[src/rtl/cpu_axi_arbiter.sv]
// cpu_axi_arbiter: shares one single-beat AXI master port between the
// instruction-fetch and data-memory requesters of the no-cache pipeline.
// One transaction in flight at a time; round-robin grant, data first after reset.
module cpu_axi_arbiter #(
  parameter int ADDR_W = 32,
  parameter int DATA_W = 32
) (
  input  logic                clk,
  input  logic                rst,
  // instruction-fetch requester
  input  logic                inst_req,
  input  logic [ADDR_W-1:0]   inst_addr,
  output logic                inst_addr_ok,
  output logic                inst_data_ok,
  output logic [DATA_W-1:0]   inst_rdata,
  // data-memory requester
  input  logic                data_req,
  input  logic                data_wr,
  input  logic [1:0]          data_size,
  input  logic [ADDR_W-1:0]   data_addr,
  input  logic [DATA_W-1:0]   data_wdata,
  input  logic [DATA_W/8-1:0] data_wstrb,
  output logic                data_addr_ok,
  output logic                data_data_ok,
  output logic [DATA_W-1:0]   data_rdata,
  // AXI read channels
  output logic [ADDR_W-1:0]   araddr,
  output logic [2:0]          arsize,
  output logic                arvalid,
  input  logic                arready,
  input  logic [DATA_W-1:0]   rdata,
  input  logic                rvalid,
  output logic                rready,
  // AXI write channels
  output logic [ADDR_W-1:0]   awaddr,
  output logic [2:0]          awsize,
  output logic                awvalid,
  input  logic                awready,
  output logic [DATA_W-1:0]   wdata,
  output logic [DATA_W/8-1:0] wstrb,
  output logic                wvalid,
  input  logic                wready,
  input  logic                bvalid,
  output logic                bready
);

  localparam int STRB_W = DATA_W / 8;

  // requester identity: also the encoding of last_grant / owner
  localparam logic OWN_INST = 1'b0;
  localparam logic OWN_DATA = 1'b1;

  typedef enum logic [2:0] {
    IDLE    = 3'd0,
    RD_ADDR = 3'd1,
    RD_DATA = 3'd2,
    WR_ADDR = 3'd3,
    WR_RESP = 3'd4
  } state_t;

  state_t              state;
  state_t              state_next;

  // The owner of the in-flight transaction is always the most recent grant,
  // so a single register serves as both last_grant and owner.
  logic                last_grant;
  logic                owner;
  logic                wr_lat;
  logic [ADDR_W-1:0]   addr_lat;
  logic [1:0]          size_lat;
  logic [DATA_W-1:0]   wdata_lat;
  logic [STRB_W-1:0]   wstrb_lat;
  logic                aw_done;
  logic                w_done;

  logic                grant_data;
  logic                grant_fire;
  logic                aw_hs;
  logic                w_hs;
  logic                wr_complete;
  logic                addr_ok;
  logic                data_ok;

  assign owner = last_grant;

  // Round-robin pick and write-channel handshake decode
  always_comb begin
    // a lone request wins; on a tie the requester not granted last time wins
    grant_data  = data_req & (~inst_req | (last_grant == OWN_INST));
    grant_fire  = (state == IDLE) & (inst_req | data_req);
    aw_hs       = (state == WR_ADDR) & ~aw_done & awready;
    w_hs        = (state == WR_ADDR) & ~w_done & wready;
    // both halves of the write request done, now or in an earlier cycle
    wr_complete = (aw_done | aw_hs) & (w_done | w_hs);
  end

  // State register
  always_ff @(posedge clk or posedge rst) begin
    if (rst) begin
      state <= IDLE;
    end else begin
      state <= state_next;
    end
  end

  // Next-state decision
  always_comb begin
    state_next = state;
    case (state)
      IDLE: begin
        if (grant_fire) begin
          state_next = (grant_data && data_wr) ? WR_ADDR : RD_ADDR;
        end
      end
      RD_ADDR: if (arready)     state_next = RD_DATA;
      RD_DATA: if (rvalid)      state_next = IDLE;
      WR_ADDR: if (wr_complete) state_next = WR_RESP;
      WR_RESP: if (bvalid)      state_next = IDLE;
      default:                  state_next = IDLE;
    endcase
  end

  // Latch the granted request so later requester changes cannot leak onto the bus
  always_ff @(posedge clk or posedge rst) begin
    if (rst) begin
      last_grant <= OWN_INST;
      wr_lat     <= 1'b0;
      addr_lat   <= '0;
      size_lat   <= '0;
      wdata_lat  <= '0;
      wstrb_lat  <= '0;
    end else if (grant_fire) begin
      last_grant <= grant_data ? OWN_DATA : OWN_INST;
      if (grant_data) begin
        wr_lat    <= data_wr;
        addr_lat  <= data_addr;
        size_lat  <= data_size;
        wdata_lat <= data_wdata;
        wstrb_lat <= data_wstrb;
      end else begin
        // fetches are always full-word reads
        wr_lat    <= 1'b0;
        addr_lat  <= inst_addr;
        size_lat  <= 2'd2;
        wdata_lat <= '0;
        wstrb_lat <= '0;
      end
    end
  end

  // Track AW and W completion separately since the slave may accept them in any order
  always_ff @(posedge clk or posedge rst) begin
    if (rst) begin
      aw_done <= 1'b0;
      w_done  <= 1'b0;
    end else if (grant_fire) begin
      aw_done <= 1'b0;
      w_done  <= 1'b0;
    end else begin
      if (aw_hs) aw_done <= 1'b1;
      if (w_hs)  w_done  <= 1'b1;
    end
  end

  // Bus and requester outputs, decoded from the registered state
  always_comb begin
    arvalid = 1'b0;
    rready  = 1'b0;
    awvalid = 1'b0;
    wvalid  = 1'b0;
    bready  = 1'b0;
    addr_ok = 1'b0;
    data_ok = 1'b0;
    case (state)
      RD_ADDR: begin
        arvalid = 1'b1;
        addr_ok = arready;
      end
      RD_DATA: begin
        rready  = 1'b1;
        data_ok = rvalid;
      end
      WR_ADDR: begin
        awvalid = ~aw_done;
        wvalid  = ~w_done;
        addr_ok = wr_complete;
      end
      WR_RESP: begin
        bready  = 1'b1;
        data_ok = bvalid;
      end
      default: begin
        addr_ok = 1'b0;
      end
    endcase

    araddr = addr_lat;
    awaddr = addr_lat;
    arsize = {1'b0, size_lat};
    awsize = {1'b0, size_lat};
    wdata  = wdata_lat;
    wstrb  = wstrb_lat;

    // only the owner ever sees an ok pulse
    inst_addr_ok = addr_ok & (owner == OWN_INST);
    inst_data_ok = data_ok & (owner == OWN_INST);
    data_addr_ok = addr_ok & (owner == OWN_DATA);
    data_data_ok = data_ok & (owner == OWN_DATA);

    inst_rdata = '0;
    data_rdata = '0;
    if ((state == RD_DATA) && rvalid) begin
      if (owner == OWN_INST) begin
        inst_rdata = rdata;
      end else if (!wr_lat) begin
        data_rdata = rdata;
      end
    end
  end

endmodule

[config.mk]
export PLATFORM = sky130hd
export DESIGN_NAME = cpu_axi_arbiter
export DESIGN_NICKNAME = d
export VERILOG_FILES = /design/src/rtl/cpu_axi_arbiter.sv
export SDC_FILE = /design/constraint.sdc
export NUM_CORES = 1
export LEC_CHECK = 0
export ABC_AREA = 1
export CORE_AREA = 2 2 124 126
export DETAILED_ROUTE_END_ITERATION = 12
export DIE_AREA = 0 0 126 128
export PLACE_DENSITY_LB_ADDON = 0.3
export SYNTH_ARGS = -nofsm -noshare
export SYNTH_HDL_FRONTEND = slang
export SYNTH_SLANG_ARGS = --single-unit
[constraint.sdc]
create_clock -name clk -period 3.65 [get_ports clk]
set_clock_uncertainty 0.15 [all_clocks]
set_input_delay 0.73 -clock clk [delete_from_list [all_inputs] [get_ports clk]]
set_output_delay 0.73 -clock clk [all_outputs]
set_load 0.02 [all_outputs]
[Yosys cells after proc, flatten, opt, wreduce, memory -nomap -nowiden]
Cells that the tools add are included.
Word-level totals
  word-level logic and storage cells: 72
  output and inout port bits: 179
  input bits: 144
  bits in registers: 77
Cells by class
  bitwise gates (word level): 19
  reductions and logical operators: 6
  equality and inequality tests: 9
  multiplexer cells: 29
Operator list (count)
  $mux W32: 7
  $mux W3: 5
  $pmux W3 S5: 1
  $and A1 B1 Y1: 11
  $mux W1: 11
  $ne A2 B2 Y1 const B: 5
  $eq A3 B2 Y1 const B: 2
  $reduce_and A5 Y1: 1
  $mux W2: 2
  $mux W4: 1
  $not A1 Y1: 4
  $or A1 B1 Y1: 4
  $pmux W1 S2: 2
  $reduce_bool A2 Y1: 2
  $eq A3 B1 Y1 const B: 1
  $eq A3 B3 Y1 const B: 1
  $logic_not A3 Y1: 1
  $logic_and A1 B1 Y1: 2

[Depth between registers and ports, before layout]
  word-level depth: 7
  depth in mapped cells: 9
  gate-level depth less buffers: 8

[Worst setup path before layout]
No wires, ideal clock.
  path kind: flip-flop to output port
  start: reg state[0]
  end: out data_rdata[12]
  cell stages (with the launch flop): 7
  slack: 780 ps
  data required time: 2770 ps
  path buffers: 3
  arrival time: 1990 ps
  path through: dfrtp_1 > buf_2 > nor3_1 > nand2_1 > buf_2 > buf_2 > nor3_1
Between the ends
  word-level cells in the longest chain between the ends: 3
RTL lines
  start: declaration: line 61  | state_t state;
  start signal: assignment: line 102  | state <= state_next;
  $eq A3 B2 Y1: line 212  | if ((state == RD_DATA) && rvalid) begin
  $logic_and A1 B1 Y1: line 212
  $mux W32: line 212
  end: declaration: line 25  | output logic [DATA_W-1:0] data_rdata,
No other way between the ends.

[Worst setup path in the final report]
  start: in rvalid
  end: out inst_rdata[9]
Between the ends
  word-level cells in the longest chain between the ends: 2
RTL lines
  start: declaration: line 32  | input logic rvalid,
  $logic_and A1 B1 Y1: line 212
  $mux W32: line 212
  end: declaration: line 15  | output logic [DATA_W-1:0] inst_rdata,
No other way between the ends.

==> impl_metrics.py <==
metrics = {
    "status": {
        "status": "completed",
    },
    "synth": {
        "yosysSeqAreaShare_pct": 46.9,
        "synth_seq_cells": 77,
        "yosysWarnings": 0,
        "synth.top_cell.area_share_pct": 46.9,
        "syn_inst": 555,
        "syn-mean-instance-area_um2": 7.40,
        "synth_area_leaders": "dfrtp_1 (47%), nand2_1 (15%), nor3_1 (8.0%), o21ai_0 (8.0%), buf_4 (6.8%)",
        "ys_types": 21,
        "synthesis.area_um2": 4110,
        "synth_top_area_cell": "dfrtp_1",
    },
    "cells_and_area": {
        "antennaDiodeCount": 0,
        "multiInputGateArea_um2": 1550,
        "final_layout_size_suffix_gt1_share_pct": 3.87,
        "seqCellArea_um2": 1930,
        "fillers": 1450,
        "area_growth_pct": 83.2,
        "final_net_count": 966,
    },
    "setup_path": {
        "crit_fanout": 32,
        "criticalPathCategory": "in -> out",
        "cp-start-kind": "input port",
        "required_ns": 2.77,
        "critPathCaptureType": "output pin",
        "worstPathArrival_ns": 2.48,
    },
    "sta": {
        "setup_viol": 0,
        "tightest_slew_ns": 0.891,
        "rsz0062_at_grt": "no",
        "min_period_over_period_pct": 92.2,
        "fin_tns_setup_ns": 0,
        "relSlewSlack_pct": 40.5,
        "worst_slack_ns": 0.285,
        "hold_violations": 0,
        "whs_ns": 0.327,
        "drv_slew": 0,
        "period_needed_ns": 3.36,
        "max_freq_mhz": 297,
    },
    "placement": {
        "hpwl_um": 11000,
        "place.gp.congestion": 0.846,
        "portBuffers": 320,
        "dp_slack_ns": 0.273,
    },
    "cts": {
        "cts.repair.resized": 0,
        "postCtsSetupRepairBufs": 0,
        "clock_sinks": 77,
        "numCtsBuffers": 9,
        "root_buffer": "clkbuf_16",
        "clockBufferDepth": 2,
        "cts_max_level": 3,
        "cts_hold_buf": 0,
        "path_clk_slew_ns": 0.06,
        "cts_tree": "built",
        "clk_latency_ns": 0.33,
    },
    "power": {
        "p_leak_nw": 3.33,
        "switching_share_pct": 42.6,
        "peakVddDrop_uv": 398,
        "switchingPower_mw": 2.47,
        "combPwrFrac_pct": 56.4,
        "intPower_mw": 3.33,
        "p_clk_share_pct": 17.1,
        "pwr_density_cell_nw_per_um2": 770,
        "seqPwrFrac_pct": 26.5,
        "power_mw": 5.79,
    },
    "min_path": {
        "worstHoldPathType": "reg -> reg",
    },
    "floorplan": {
        "die_w_um": 126,
        "ioPinCount": 323,
        "std_cell_rows": 45,
        "initial_core_util_pct": 27.6,
        "core_area_um2": 14900,
        "die_h_um": 128,
        "dieArea_um2": 16100,
    },
    "route": {
        "dr.pass1.iters": 4,
        "vias_per_cell": 4.39,
        "ant_nets": 0,
        "routed_wl_um": 14600,
        "vias": 4457,
        "wire_per_inst_um": 14.4,
        "drtIter0Drc": 141,
        "drc": 0,
    },
    "global_routing": {
        "grt_usage_pct": 17.6,
        "grt_pass1_wl_um": 22900,
        "grt_max_degree": 76,
        "overflow": 0,
        "antenna_found_initial": 0,
        "grt_pass1_vias": 4295,
    },
    "flow_run": {
        "cap_violations": 0,
    },
}
cell usage in the layout, fill, tap and decap left out:
master and count:
a21oi_1 3, buf_12 2, buf_4 6, bufinv_16 2, clkbuf_16 9, clkbuf_8 1
clkdlybuf4s50_1 320, clkinv_2 1, clkinv_4 1, clkinvlp_4 2, conb_1 2, dfrtp_1 77
inv_1 46, inv_2 2, inv_8 1, nand2_1 164, nand2_2 1, nand3_1 5
nand3b_1 1, nand4_1 3, nor2_1 40, nor2_2 2, nor3_1 66, nor3_4 1
o21ai_0 66, o21ai_1 1, o21bai_1 1, or2_2 1
registers in the layout, summed over array words and instances, names as in the netlist:
register	flops
araddr	32
wdata	32
wstrb	4
state	3
size_lat	2
aw_done	1
last_grant	1
w_done	1
wr_lat	1
area by class of cell:
| class | instances | share of cell area (%) |
|---|---|---|
| multi-input combinational | 357 | 20.7 |
| tap | 188 | 3.13 |
| inverter | 49 | 2.46 |
| clock inverter | 6 | 1.26 |
| clock buffer | 10 | 3.18 |
| timing repair buffer | 328 | 43.7 |
| sequential | 77 | 25.6 |
kinds of logic after synthesis:
kind of cell,Yosys count,synth area share [%]
AND/OR/NAND/NOR,284,28.9
buffers and inverters,122,15.4
AO/OA/AOI/OAI,71,8.71
other,1,0.0913
flip-flops,77,46.9
cells in the mapped netlist, drive strengths merged:
master	instances
dfrtp	77
nand3	5
or2	1
inv	49
a21oi	3
nand3b	1
nand4	3
clkbuf	17
conb	1
nand2	165
buf	56
o21ai	67
nor3	67
o21bai	1
nor2	42
through the flow:
step / util, % / instance area (µm²) / instances
after floorplan: - / 4110 / 556
after global placement: 48.4 / 7190 / 999
after detailed placement: 48.4 / 7190 / 999
after CTS: 50.6 / 7520 / 1015
after global routing: 50.6 / 7520 / 1015
final: 50.6 / 7520 / 1015
per-layer routing:
metal / GRT usage [%] / wire length (µm) / part of all wire, %
met1: 19.7 / 5570 / 38
met4: 4.59 / 186 / 1.3
met5: 0 / 0 / 0
met3: 5.01 / 1190 / 8.2
met2: 33.0 / 7650 / 52
critical path: stages:
cell             delay, ns
clkdlybuf4s50_1       0.50
nand2_2               0.16
buf_4                 0.29
nor3_1                0.17
clkdlybuf4s50_1       0.63
power by group through the flow:
stage          Sequential (mW)  Clock, mW  Combinational, mW
3_5_place_dp              1.55          0               3.31
4_1_cts                   1.55       1.01               3.32
2_1_floorplan             1.91          0               1.54
6_report                  1.54      0.989               3.27
3_3_place_gp              1.55          0               3.29
5_1_grt                   1.59       1.05               3.53
path summary, 6_finish.rpt:
check / from / to / slack, ns / cells after the start
worst max-delay path: rvalid / inst_rdata[9] / 0.29 / 5
worst min-delay path: wdata[27] / wdata[27] / 0.33 / 2
worst max register to register: last_grant / araddr[14] / 1.54 / 6
worst min register to register: wdata[27] / wdata[27] / 0.33 / 2
max in group asynchronous: rst / araddr[8] / 2.08 / 3
min in group asynchronous: rst / wstrb[0] / 0.62 / 2
(Power assumes the default switching activity.)
